===== config.mk =====
export PLATFORM = sky130hd
export DESIGN_NAME = barrel_thread_pc_sched
export DESIGN_NICKNAME = d
export VERILOG_FILES = /design/src/rtl/barrel_thread_pc_sched.sv
export SDC_FILE = /design/constraint.sdc
export NUM_CORES = 1
export LEC_CHECK = 0
export BUFFER_PORTS_ARGS = -buffer_cell sky130_fd_sc_hd__buf_2
export CAP_MARGIN = 15
export CORE_MARGIN = 4
export CORE_UTILIZATION = 56
export CTS_CLUSTER_DIAMETER = 50
export DETAILED_ROUTE_END_ITERATION = 8
export PLACE_DENSITY = 0.85
export SETUP_SLACK_MARGIN = 0.2
export SLEW_MARGIN = 25
export SYNTH_ARGS = -nofsm -noshare
export SYNTH_HDL_FRONTEND = slang
export SYNTH_SLANG_ARGS = --single-unit

===== constraint.sdc =====
create_clock -name clk -period 7.98 [get_ports clk]
set_clock_uncertainty 0.05 [all_clocks]
set_input_delay 0.399 -clock clk [delete_from_list [all_inputs] [get_ports clk]]
set_output_delay 0.399 -clock clk [all_outputs]
set_load 0.03 [all_outputs]

===== src/rtl/barrel_thread_pc_sched.sv =====
// Purpose: round-robin barrel-thread scheduler that issues (tid, PC) to fetch and stores each thread's next PC.
// Latency: issue is registered one cycle after slot selection; a same-slot writeback is bypassed into that issue.
// Backpressure: none, one slot per cycle; a thread waits only on its own writeback. Option: BARREL_THREAD_BOOT_STRIDE_EN.
module barrel_thread_pc_sched #(
   parameter int                  NUM_THREADS  = 16,
   parameter int                  PC_WIDTH     = 12,
   parameter logic [PC_WIDTH-1:0] STARTUP_ADDR = '0,
`ifdef BARREL_THREAD_BOOT_STRIDE_EN
   parameter logic [PC_WIDTH-1:0] BOOT_STRIDE  = PC_WIDTH'('h100),
`endif
   localparam int                 TID_WIDTH    = $clog2(NUM_THREADS)
) (
   input  logic                   clk,
   input  logic                   reset_n,
   input  logic [NUM_THREADS-1:0] thread_en,
   input  logic                   wb_valid,
   input  logic [TID_WIDTH-1:0]   wb_tid,
   input  logic [PC_WIDTH-1:0]    wb_next_pc,
   output logic                   issue_valid,
   output logic [TID_WIDTH-1:0]   issue_tid,
   output logic [PC_WIDTH-1:0]    issue_pc,
   output logic [TID_WIDTH:0]     inflight_cnt,
   output logic                   err_stray_wb
);

   // Per-thread spacing of reset PCs; zero collapses every thread onto STARTUP_ADDR.
`ifdef BARREL_THREAD_BOOT_STRIDE_EN
   localparam logic [PC_WIDTH-1:0] STRIDE = BOOT_STRIDE;
`else
   localparam logic [PC_WIDTH-1:0] STRIDE = '0;
`endif
   localparam logic [TID_WIDTH-1:0] LAST_SLOT = TID_WIDTH'(NUM_THREADS - 1);
   localparam logic [TID_WIDTH:0]   NUM_T     = (TID_WIDTH + 1)'(NUM_THREADS);

   // Reset PC of thread i; the multiply wraps modulo 2^PC_WIDTH.
   function automatic logic [PC_WIDTH-1:0] boot_pc(input int i);
      return STARTUP_ADDR + PC_WIDTH'(i) * STRIDE;
   endfunction

   logic [TID_WIDTH-1:0]   slot_q;
   logic [PC_WIDTH-1:0]    pc_q [NUM_THREADS];
   logic [NUM_THREADS-1:0] ready_q;

   logic                   wb_in_range;
   logic                   wb_acc;
   logic                   wb_stray;
   logic                   bypass;
   logic                   issue_now;
   logic [PC_WIDTH-1:0]    wb_pc_al;
   logic [PC_WIDTH-1:0]    slot_pc;

   // Classify the writeback, apply the same-slot bypass and decide whether the current slot issues.
   always_comb begin
      wb_in_range = ({1'b0, wb_tid} < NUM_T);
      wb_pc_al    = wb_next_pc & ~PC_WIDTH'(3);
      wb_acc      = 1'b0;
      wb_stray    = 1'b0;
      if (wb_valid) begin
         if (wb_in_range && !ready_q[wb_tid])
            wb_acc = 1'b1;
         else
            wb_stray = 1'b1;
      end
      bypass    = wb_acc && (wb_tid == slot_q);
      slot_pc   = bypass ? wb_pc_al : pc_q[slot_q];
      issue_now = thread_en[slot_q] && (ready_q[slot_q] || bypass);
   end

   // Slot counter wraps by compare so non-power-of-two thread counts skip unused ids.
   always_ff @(posedge clk or negedge reset_n) begin
      if (!reset_n)
         slot_q <= '0;
      else if (slot_q == LAST_SLOT)
         slot_q <= '0;
      else
         slot_q <= slot_q + 1'b1;
   end

   // Fetch-slot registers; tid/pc track the slot even on bubbles so fetch can ignore them cheaply.
   always_ff @(posedge clk or negedge reset_n) begin
      if (!reset_n) begin
         issue_valid <= 1'b0;
         issue_tid   <= '0;
         issue_pc    <= '0;
      end else begin
         issue_valid <= issue_now;
         issue_tid   <= slot_q;
         issue_pc    <= slot_pc;
      end
   end

   // PC/ready store: accepted writeback restores ready, an issue in the same cycle clears it again.
   always_ff @(posedge clk or negedge reset_n) begin
      if (!reset_n) begin
         for (int i = 0; i < NUM_THREADS; i++) begin
            pc_q[i]    <= boot_pc(i);
            ready_q[i] <= 1'b1;
         end
      end else begin
         for (int i = 0; i < NUM_THREADS; i++) begin
            if (wb_acc && (wb_tid == TID_WIDTH'(i))) begin
               pc_q[i]    <= wb_pc_al;
               ready_q[i] <= 1'b1;
            end
            if (issue_now && (slot_q == TID_WIDTH'(i)))
               ready_q[i] <= 1'b0;
         end
      end
   end

   // In-flight count and sticky stray-writeback flag.
   always_ff @(posedge clk or negedge reset_n) begin
      if (!reset_n) begin
         inflight_cnt <= '0;
         err_stray_wb <= 1'b0;
      end else begin
         case ({issue_now, wb_acc})
            2'b10:   inflight_cnt <= inflight_cnt + 1'b1;
            2'b01:   inflight_cnt <= inflight_cnt - 1'b1;
            default: inflight_cnt <= inflight_cnt;
         endcase
         if (wb_stray)
            err_stray_wb <= 1'b1;
      end
   end

endmodule


==> results of run 1 <==
==> cell usage in the layout, fill, tap and decap left out, types with 2 or more instances in the layout <==
cell,count
or3_1,2
clkbuf_8,5
nor2_1,20
dfstp_2,16
buf_6,3
conb_1,2
xor2_1,8
mux2i_1,9
dfrtp_1,183
clkbuf_1,5
nand2_1,13
inv_1,3
nand2b_1,5
xnor2_1,2
o32a_1,16
mux4_2,64
buf_2,52
nand3_1,3
ha_1,7
clkbuf_16,21
nor3_1,2
bufinv_16,2
clkinv_2,3
nand3b_1,5
buf_4,18
mux2_1,160
a21oi_1,4
a21o_1,2
mux2_2,11
==> power by group through the flow <==
stage,Combinational [mW],Clock [mW],Sequential [mW]
2_1_floorplan,0.551,0,1.61
3_3_place_gp,0.730,0,1.58
3_5_place_dp,0.779,0,1.62
4_1_cts,0.783,0.988,1.60
5_1_grt,0.841,1.03,1.65
6_report,0.772,0.968,1.61
==> path summary, 6_finish.rpt <==
| check | start | to | slack (ns) | cells after the start |
|---|---|---|---|---|
| max | ready_q[14] | inflight_cnt[4] | 3.61 | 14 |
| min | reset_n | pc_q[163] | -0.01 | 1 |
| max reg2reg | ready_q[14] | inflight_cnt[4] | 3.61 | 14 |
| min reg2reg | err_stray_wb | err_stray_wb | 0.41 | 1 |
| max in group asynchronous | reset_n | issue_pc[4] | 6.61 | 2 |
| min in group clk | wb_valid | err_stray_wb | 0.16 | 2 |
==> registers in the layout, summed over array words and instances, names as in the netlist <==
register      count
pc_q            160
ready_q          16
issue_pc         10
inflight_cnt      5
issue_tid         4
slot_q            4
err_stray_wb      1
issue_valid       1
==> per-layer routing <==
layer	GRT usage	routed length (um)	vias to the layer above
li1	-	-	2378
met1	0.276	8070	2954
met2	0.377	10500	187
met3	0.0469	1160	41
met4	0.0649	605	0
met5	0	0	-
==> cells in the mapped netlist, drive strengths merged (3+ instances only) <==
| cell | number | area share |
|---|---|---|
| dfrtp | 185 | 0.48 |
| mux2 | 171 | 0.20 |
| nand2 | 13 | 0.0051 |
| dfstp | 16 | 0.044 |
| clkbuf | 10 | 0.0039 |
| inv | 3 | 0.0012 |
| nor2 | 20 | 0.0078 |
| nand2b | 5 | 0.0033 |
| buf | 42 | 0.027 |
| nand3 | 3 | 0.0016 |
| mux2i | 9 | 0.0094 |
| xor2 | 8 | 0.0073 |
| a21oi | 4 | 0.0021 |
| nand3b | 5 | 0.0039 |
| ha | 7 | 0.0091 |
| o32a | 16 | 0.017 |
| mux4 | 64 | 0.15 |
==> worst register-to-register path: stages (launching register included) <==
cell	delay (ns)
dfstp_2	0.56
mux2i_1	0.09
mux4_2	0.52
a32oi_2	0.52
buf_6	0.24
a21boi_4	0.46
a311o_1	0.24
ha_1	0.34
xor2_1	0.18
ha_1	0.23
nor4bb_1	0.31
a21oi_1	0.07
o22a_1	0.21
nor2_1	0.11
xor2_1	0.16
==> cell type report <==
class | instances | area [um^2]
multi-input combinational | 351 | 4210
timing repair buffer | 74 | 443
clock inverter | 7 | 91.3
fill | 1165 | 5950
inverter | 4 | 15.0
clock buffer | 30 | 599
sequential | 201 | 5050
tap | 220 | 275
==> logic make-up after synthesis <==
group,count (synthesis),synth area share
compound gates,33,0.0315
buf+inv,56,0.0327
mux,244,0.361
fa+ha+maj,7,0.00915
other cells,1,0.000392
xor+xnor,10,0.00915
flops,201,0.528
simple gates,55,0.0285
==> impl_metrics.tcl, run 1 <==
set metrics [dict create \
    max_freq_mhz 229 \
    syn_inst 607 \
    intPower_mw 2.44 \
    ios 58 \
    path_class "reg -> reg" \
    power_density_nw_per_um2 313 \
    place_area_um2 9980 \
    finalPower_mw 3.35 \
    swShare 0.273 \
    max_stage_delay_ns 0.56 \
    antenna_found_initial 0 \
    cts-root-buf "clkbuf_16" \
    dr_total_vias 5560 \
    diodes 0 \
    finalNonFillerCells 887 \
    postCtsSetupBuffers 0 \
    drtIter0Drc 436 \
    dpl.hpwl_um 13500 \
    layout-drive-gt1-share 0.303 \
    path_buf_inv 1 \
    seq_power_share 0.481 \
    layout.nets 695 \
    finalWorstSetupSlack_ns 3.61 \
    p_comb_frac 0.230 \
    fin_util 0.643 \
    drc 0 \
    slowest_stage "dfstp_2" \
    fin_hold_ws_ns -0.0148 \
    ys_seq_area_frac 0.528 \
    power_switching_uw 915 \
    synth_edf_count 0 \
    die_y_um 139 \
    violations "hold timing" \
    placed_cells 849 \
    worst_setup_path_start_kind "register" \
    required_ns 8.34 \
    dr.pass1.iters 5 \
    stdcell_area_um2 10700 \
    syn-cell-area_um2 9570 \
    vias_per_cell 6.27 \
    grt_usage 0.217 \
    power.clock.fraction 0.289 \
    syn_avg_cell_area_um2 15.8 \
    outcome "complete, but fails checks" \
    grt_max_degree 118 \
    yosys_warnings 0 \
    synth_flop_cell "dfrtp_1" \
    hold_viol 5 \
    htree_num_levels 1 \
    syn_to_final_growth_pct 11.7 \
    drv_cap 0 \
    crit_fanout 18 \
    insertion_delay_ns 0.49 \
    setup_viol 0 \
    fp.coreArea_um2 16600 \
    path_cells "mux2i_1 > mux4_2 > a32oi_2 > buf_6 > a21boi_4 > a311o_1 > ha_1 > xor2_1 > ha_1 > nor4bb_1 > a21oi_1 > o22a_1 > nor2_1 > xor2_1" \
    peakVddDrop_mv 0.231 \
    crit_family "compound AO/OA/AOI/OAI gates" \
    path_clk_slew_ns 0.06 \
    grt_pass1_vias 6142 \
    rsz0062_at_grt "false" \
    ys_async_sr_fraction 1.00 \
    overflow 0 \
    finalSetupTns_ns 0 \
    start_util 0.575 \
    final.period_utilization 0.548 \
    power_leakage_nw 4.76 \
    min_period_ns 4.37 \
    place_congestion 0.800 \
    dieArea_um2 19300 \
    cts.path.max_buffers 3 \
    synthDistinctLibCells 43 \
    worst_ep_arrival_time_ns 4.73 \
    worst_slew_pin_slew_ns 0.909 \
    dieWidth_um 139 \
    dp_slack_ns 3.22 \
    rows 47 \
    end_kind "register" \
    wl_um 20400 \
    cts_resized 0 \
    min_path_type "in -> async" \
    io_buffers 53 \
    grt_first_pass_wirelength_um 33600 \
    clkSinkCount 201 \
    relSlewSlack 0.394 \
    ys_ff_latch 201 \
    ant_nets 0 \
    maxSlewViolCount 0 \
    cts_buffers 21 \
    wl_per_cell_um 23.0 \
    cts_tree "built" \
    hold_buffers 0 \
]
Power figures use the tool's default switching activity.
==> inputs of run 2 (changes only) <==
--- a/config.mk
+++ b/config.mk
@@ -8,10 +8,10 @@
 export BUFFER_PORTS_ARGS = -buffer_cell sky130_fd_sc_hd__buf_2
 export CAP_MARGIN = 15
 export CORE_MARGIN = 4
-export CORE_UTILIZATION = 56
+export CORE_UTILIZATION = 55
 export CTS_CLUSTER_DIAMETER = 50
 export DETAILED_ROUTE_END_ITERATION = 8
-export PLACE_DENSITY = 0.85
+export PLACE_DENSITY = 0.87
 export SETUP_SLACK_MARGIN = 0.2
 export SLEW_MARGIN = 25
 export SYNTH_ARGS = -nofsm -noshare
==> constraint.sdc (replaced) <==
create_clock -name clk -period 3.5 [get_ports clk]
set_clock_uncertainty 0.05 [all_clocks]
set_input_delay 0.175 -clock clk [delete_from_list [all_inputs] [get_ports clk]]
set_output_delay 0.175 -clock clk [all_outputs]
set_load 0.03 [all_outputs]
==> impl_metrics.tcl, run 2 (synthesis gave the netlist of run 1 again) <==
set metrics [dict create \
    placed_cells 866 \
    min_period_ns 3.28 \
    ant_nets 0 \
    p_comb_frac 0.240 \
    place_congestion 0.926 \
    crit_fanout 4 \
    dieArea_um2 19600 \
    mostFrequentLayoutCell "dfrtp_1" \
    seq_power_share 0.472 \
    place_area_um2 10100 \
    rows 47 \
    r2r_cells 13 \
    dr.pass1.iters 5 \
    fp.coreArea_um2 16800 \
    dieWidth_um 140 \
    multi_input_area_um2 4240 \
    outcome "finished, final reports clean" \
    use_met3 0.0389 \
    largest_reg_flops 160 \
    dpl.hpwl_um 14400 \
    end_kind "register" \
    cts-root-buf "clkbuf_16" \
    power.clock.fraction 0.288 \
    insertion_delay_ns 0.51 \
    start_util 0.569 \
    seqCellArea_um2 5050 \
    overflow 0 \
    syn_to_final_growth_pct 14.4 \
    grt_usage 0.223 \
    worst_setup_path_start_kind "register" \
    clkSinkCount 201 \
    layout.nets 722 \
    peakVddDrop_mv 0.458 \
    htree_num_levels 1 \
    grt_util_met1 0.294 \
    io_buffers 53 \
    wl_per_cell_um 23.6 \
    drv_cap 0 \
    diodes 0 \
    final.period_utilization 0.938 \
    grt_pass1_vias 6232 \
    vias_per_cell 6.30 \
    min_path_type "in -> reg" \
    fillCellCount 1177 \
    setup_viol 0 \
    top_register "pc_q" \
    wl_um 21700 \
    finalPower_mw 7.82 \
    path_clk_slew_ns 0.06 \
    stdcell_area_um2 10900 \
    drtIter0Drc 347 \
    ios 58 \
    intPower_mw 5.61 \
    busiest_layer "met2" \
    finalSetupTns_ns 0 \
    mostFrequentLayoutCells "183 x dfrtp_1, 160 x mux2_1, 64 x mux4_2" \
    largestRegisters "pc_q (160), ready_q (16), issue_pc (10)" \
    maxSlewViolCount 0 \
    fin_hold_ws_ns 0.0603 \
    swShare 0.283 \
    cts.path.max_buffers 3 \
    die_y_um 140 \
    relSlewSlack 0.501 \
    power_switching_mw 2.22 \
    drc 0 \
    power_leakage_nw 4.90 \
    antenna_found_initial 0 \
    grt_max_degree 93 \
    dr_total_vias 5771 \
    power_density_nw_per_um2 714 \
    cts_buffers 22 \
    path_class "reg -> reg" \
    hold_viol 0 \
    cts_tree "built" \
    finalNonFillerCells 916 \
    rsz0062_at_grt "true" \
    max_freq_mhz 305 \
    grtUsageMet2 0.377 \
    worst_ep_arrival_time_ns 3.66 \
    hold_depth 2 \
    worst_slew_pin_slew_ns 0.746 \
    layout-drive-gt1-share 0.335 \
    grt_first_pass_wirelength_um 34600 \
    required_ns 3.88 \
]
-- run 2: cell types whose count changed in the layout (fill, tap and decap cells not counted), moves of 2 or more --
| cell | change |
|---|---|
| buf_4 | +26 |
| buf_6 | -3 |
| clkinv_4 | +2 |
| dlygate4sd3_1 | +2 |
| ha_1 | -2 |
| ha_2 | +2 |
-- run 2: area by class of cell --
class / count / area share
Sequential cell: 201 / 0.462
Multi-Input combinational cell: 351 / 0.388
Timing Repair Buffer: 100 / 0.0589
Clock buffer: 32 / 0.0574
Tap cell: 220 / 0.0251
Clock inverter: 8 / 0.00800
Inverter: 4 / 0.00137
-- run 2: path summary, 6_finish.rpt --
| kind | startpoint | slack, ns | to |
|---|---|---|---|
| min reg2reg | err_stray_wb | 0.40 | err_stray_wb |
| min | wb_next_pc[6] | 0.06 | pc_q[174] |
| max | ready_q[14] | 0.22 | inflight_cnt[4] |
| max in group asynchronous | reset_n | 2.26 | ready_q[7] |
| max reg2reg | ready_q[14] | 0.22 | inflight_cnt[4] |
| min in group asynchronous | reset_n | 0.25 | pc_q[53] |
-- run 2: power groups by stage --
stage,registers [mW],clock network (mW),logic [mW]
3_5_place_dp,3.70,0,1.81
4_1_cts,3.68,2.29,1.85
6_report,3.69,2.25,1.87
2_1_floorplan,3.66,0,1.26
5_1_grt,3.78,2.39,2.03
3_3_place_gp,3.60,0,1.70
-- run 2: layer usage --
layer / up-vias / routed length [um]
met5: - / 0
met4: 0 / 825
met3: 62 / 941
met2: 173 / 11200
met1: 3092 / 8670
li1: 2444 / -
-- run 2: metrics by stage --
stage,worst slack [ns],util
finish,0.219,0.651
global route,0.0795,0.651
CTS,0.181,0.648
detailed placement,0.191,0.602
global placement,0.315,0.602
floorplan,0.227,-
-- run 2: critical path, stage by stage (launching register included) --
cell      delay [ns]
dfstp_2         0.57
mux2i_1         0.09
mux4_2          0.51
a32oi_2         0.22
a21boi_4        0.23
a311o_1         0.18
ha_2            0.23
xor2_2          0.15
ha_2            0.23
nor4bb_4        0.20
a21oi_1         0.07
o22a_1          0.23
nor2_2          0.10
xor2_1          0.14
-- run 2: repair_timing --
item,CTS,global route
gates resized for setup,1,4
pin swaps,1,3
hold endpoints to repair,90,0
hold buffers,2,0
endpoints found under the setup margin,1,1
setup buffers,4,4
==> inputs of run 3 (changes only) <==
--- a/config.mk
+++ b/config.mk
@@ -5,6 +5,7 @@
 export SDC_FILE = /design/constraint.sdc
 export NUM_CORES = 1
 export LEC_CHECK = 0
+export ABC_AREA = 1
 export BUFFER_PORTS_ARGS = -buffer_cell sky130_fd_sc_hd__buf_2
 export CAP_MARGIN = 15
 export CORE_MARGIN = 4
==> impl_metrics.tcl, run 3 <==
set metrics [dict create \
    grt_first_pass_wirelength_um 42400 \
    rsz0062_at_grt "false" \
    hold_viol 0 \
    cts_tree "built" \
    synth-simple-area-share 0.200 \
    dr.pass1.iters 6 \
    synth_compound_area_frac 0.186 \
    final.period_utilization 0.859 \
    dpl.hpwl_um 15300 \
    cp_common_cell "nand2_1" \
    min_path_type "in -> reg" \
    maxSlewViolCount 0 \
    synthTopCellsByArea "dfrtp_1 47%, nand2_1 12%, o21ai_0 8.7%" \
    power_leakage_nw 5.30 \
    insertion_delay_ns 0.50 \
    drc 0 \
    place_congestion 0.947 \
    antenna_found_initial 0 \
    worst_slew_pin_slew_ns 0.921 \
    drv_cap 0 \
    required_ns 3.83 \
    dr_total_vias 8610 \
    finalPower_mw 7.15 \
    cts-root-buf "clkbuf_16" \
    overflow 0 \
    io_buffers 53 \
    rows 48 \
    finalSetupTns_ns 0 \
    crit_fanout 12 \
    wl_per_cell_um 17.9 \
    synthAdderAreaFrac 0.00898 \
    layout-drive-gt1-share 0.126 \
    synthMuxAreaShare 0 \
    syn_to_final_growth_pct 11.1 \
    die_y_um 141 \
    ios 58 \
    synth_edf_count 0 \
    slowest_stage "dfrtp_1" \
    ys_ff_latch 201 \
    start_util 0.562 \
    setup_viol 0 \
    max_stage_delay_ns 0.47 \
    synth_xor_area_frac 0.00719 \
    cts.path.max_buffers 3 \
    syn-cell-area_um2 9750 \
    vias_per_cell 5.89 \
    grt_max_degree 100 \
    placed_cells 1406 \
    dieArea_um2 19900 \
    synth_top_family_by_area "simple AND/OR/NAND/NOR gates" \
    min_period_ns 3.01 \
    fin_hold_ws_ns 0.241 \
    drtIter0Drc 1009 \
    synthDistinctLibCells 29 \
    path_class "reg -> reg" \
    worst_ep_arrival_time_ns 3.34 \
    grt_pass1_vias 8399 \
    fin_util 0.624 \
    path_buf_inv 1 \
    mostFrequentLayoutCells "300 x nand2_1, 184 x dfrtp_1, 170 x o21ai_0" \
    finalNonFillerCells 1463 \
    largest_reg_flops 160 \
    ant_nets 0 \
    yosysMostFrequentCell "nand2_1" \
    cts_buffers 22 \
    mostFrequentLayoutCell "nand2_1" \
    max_freq_mhz 333 \
    wl_um 26100 \
    top_register "pc_q" \
    ys_seq_area_frac 0.518 \
    peakVddDrop_mv 0.419 \
    power_density_nw_per_um2 660 \
    yosys_warnings 0 \
    relSlewSlack 0.386 \
    diodes 0 \
    layout.nets 1264 \
    syn_avg_cell_area_um2 8.12 \
    htree_num_levels 1 \
    grt_usage 0.264 \
    outcome "finished, final reports clean" \
    yosysTopAreaCell "dfrtp_1" \
    crit_family "simple AND/OR/NAND/NOR gates" \
    largestRegisters "pc_q (160), ready_q (16), issue_pc (10)" \
    worst_setup_path_start_kind "register" \
    path_cells "nand2_1 > inv_1 > nand2_1 > nand4_1 > nand2_1 > nand2_1 > ha_1 > xor2_1 > ha_1 > a21oi_1 > nor2_1 > nand2_1 > o31ai_1 > o211ai_1 > xnor2_1" \
    path_clk_slew_ns 0.06 \
    synth_top_cell_area_share 0.475 \
    end_kind "register" \
    fp.coreArea_um2 17400 \
    synthTopCellsByCount "300 x nand2_1, 185 x dfrtp_1, 170 x o21ai_0" \
    syn_inst 1200 \
    synth_flop_cell "dfrtp_1" \
    clkSinkCount 201 \
    dieWidth_um 141 \
    ys_async_sr_fraction 1.00 \
]
-- run 3: area by class of cell --
class / instances / area, um^2
Tap cell: 225 / 282
Clock inverter: 12 / 126
Timing Repair Buffer: 85 / 561
Inverter: 70 / 267
Clock buffer: 28 / 613
Multi-Input combinational cell: 842 / 3930
Fill cell: 1366 / 6530
Sequential cell: 201 / 5050
-- run 3: repair_timing --
action / 4_1_cts / 5_1_grt
endpoints found under the hold margin: 91 / 0
setup endpoints to repair: 0 / 1
buffers inserted: 0 / 5
hold buffers: 12 / 0
gates resized for setup: 0 / 2
-- run 3: worst reg2reg max path, stage by stage (launching register included) --
cell      delay [ns]
dfrtp_1         0.47
nand2_1         0.23
inv_1           0.45
nand2_1         0.11
nand4_1         0.10
nand2_1         0.07
nand2_1         0.12
ha_1            0.26
xor2_1          0.21
ha_1            0.17
a21oi_1         0.05
nor2_1          0.15
nand2_1         0.09
o31ai_1         0.08
o211ai_1        0.14
xnor2_1         0.14
-- run 3: where the power goes --
| group | internal, mW | switching, mW | leakage, nW |
|---|---|---|---|
| sequential | 2.96 | 0.344 | 2.54 |
| combinational | 0.561 | 0.943 | 2.39 |
| clock | 1.39 | 0.953 | 0.365 |
| total | 4.91 | 2.24 | 5.30 |
-- run 3: path summary, 6_finish.rpt --
check                         startpoint         endpoint  slack (ns)  depth (start not counted)
max                            slot_q[2]  inflight_cnt[4]        0.49                         15
min                        thread_en[12]      issue_valid        0.24                          7
max reg2reg                    slot_q[2]  inflight_cnt[4]        0.49                         15
min reg2reg                     pc_q[62]         pc_q[62]        0.43                          2
max in group asynchronous        reset_n         pc_q[89]        2.26                          3
min in group asynchronous        reset_n     err_stray_wb        0.27                          2
-- run 3: kinds of logic after synthesis --
family                   Yosys count
other                              1
buffers and inverters            158
AO/OA/AOI/OAI                    339
flip-flops                       201
XOR/XNOR                           8
adder cells (fa/ha/maj)            7
AND/OR/NAND/NOR                  486
-- run 3: through the flow --
stage,instance area [um^2],worst slack (ns)
global placement,9930,0.645
floorplan,9750,0.563
global route,10800,0.184
CTS,10800,0.547
finish,10800,0.495
detailed placement,9930,0.558
-- run 3: metal layers --
layer / vias up / track usage / wire, um / part of all wire
met5: - / 0 / 0 / 0
met4: 0 / 0.147 / 1470 / 0.056
met1: 4006 / 0.336 / 10100 / 0.39
met2: 514 / 0.427 / 12200 / 0.47
met3: 124 / 0.0475 / 2440 / 0.093
li1: 3966 / - / - / -
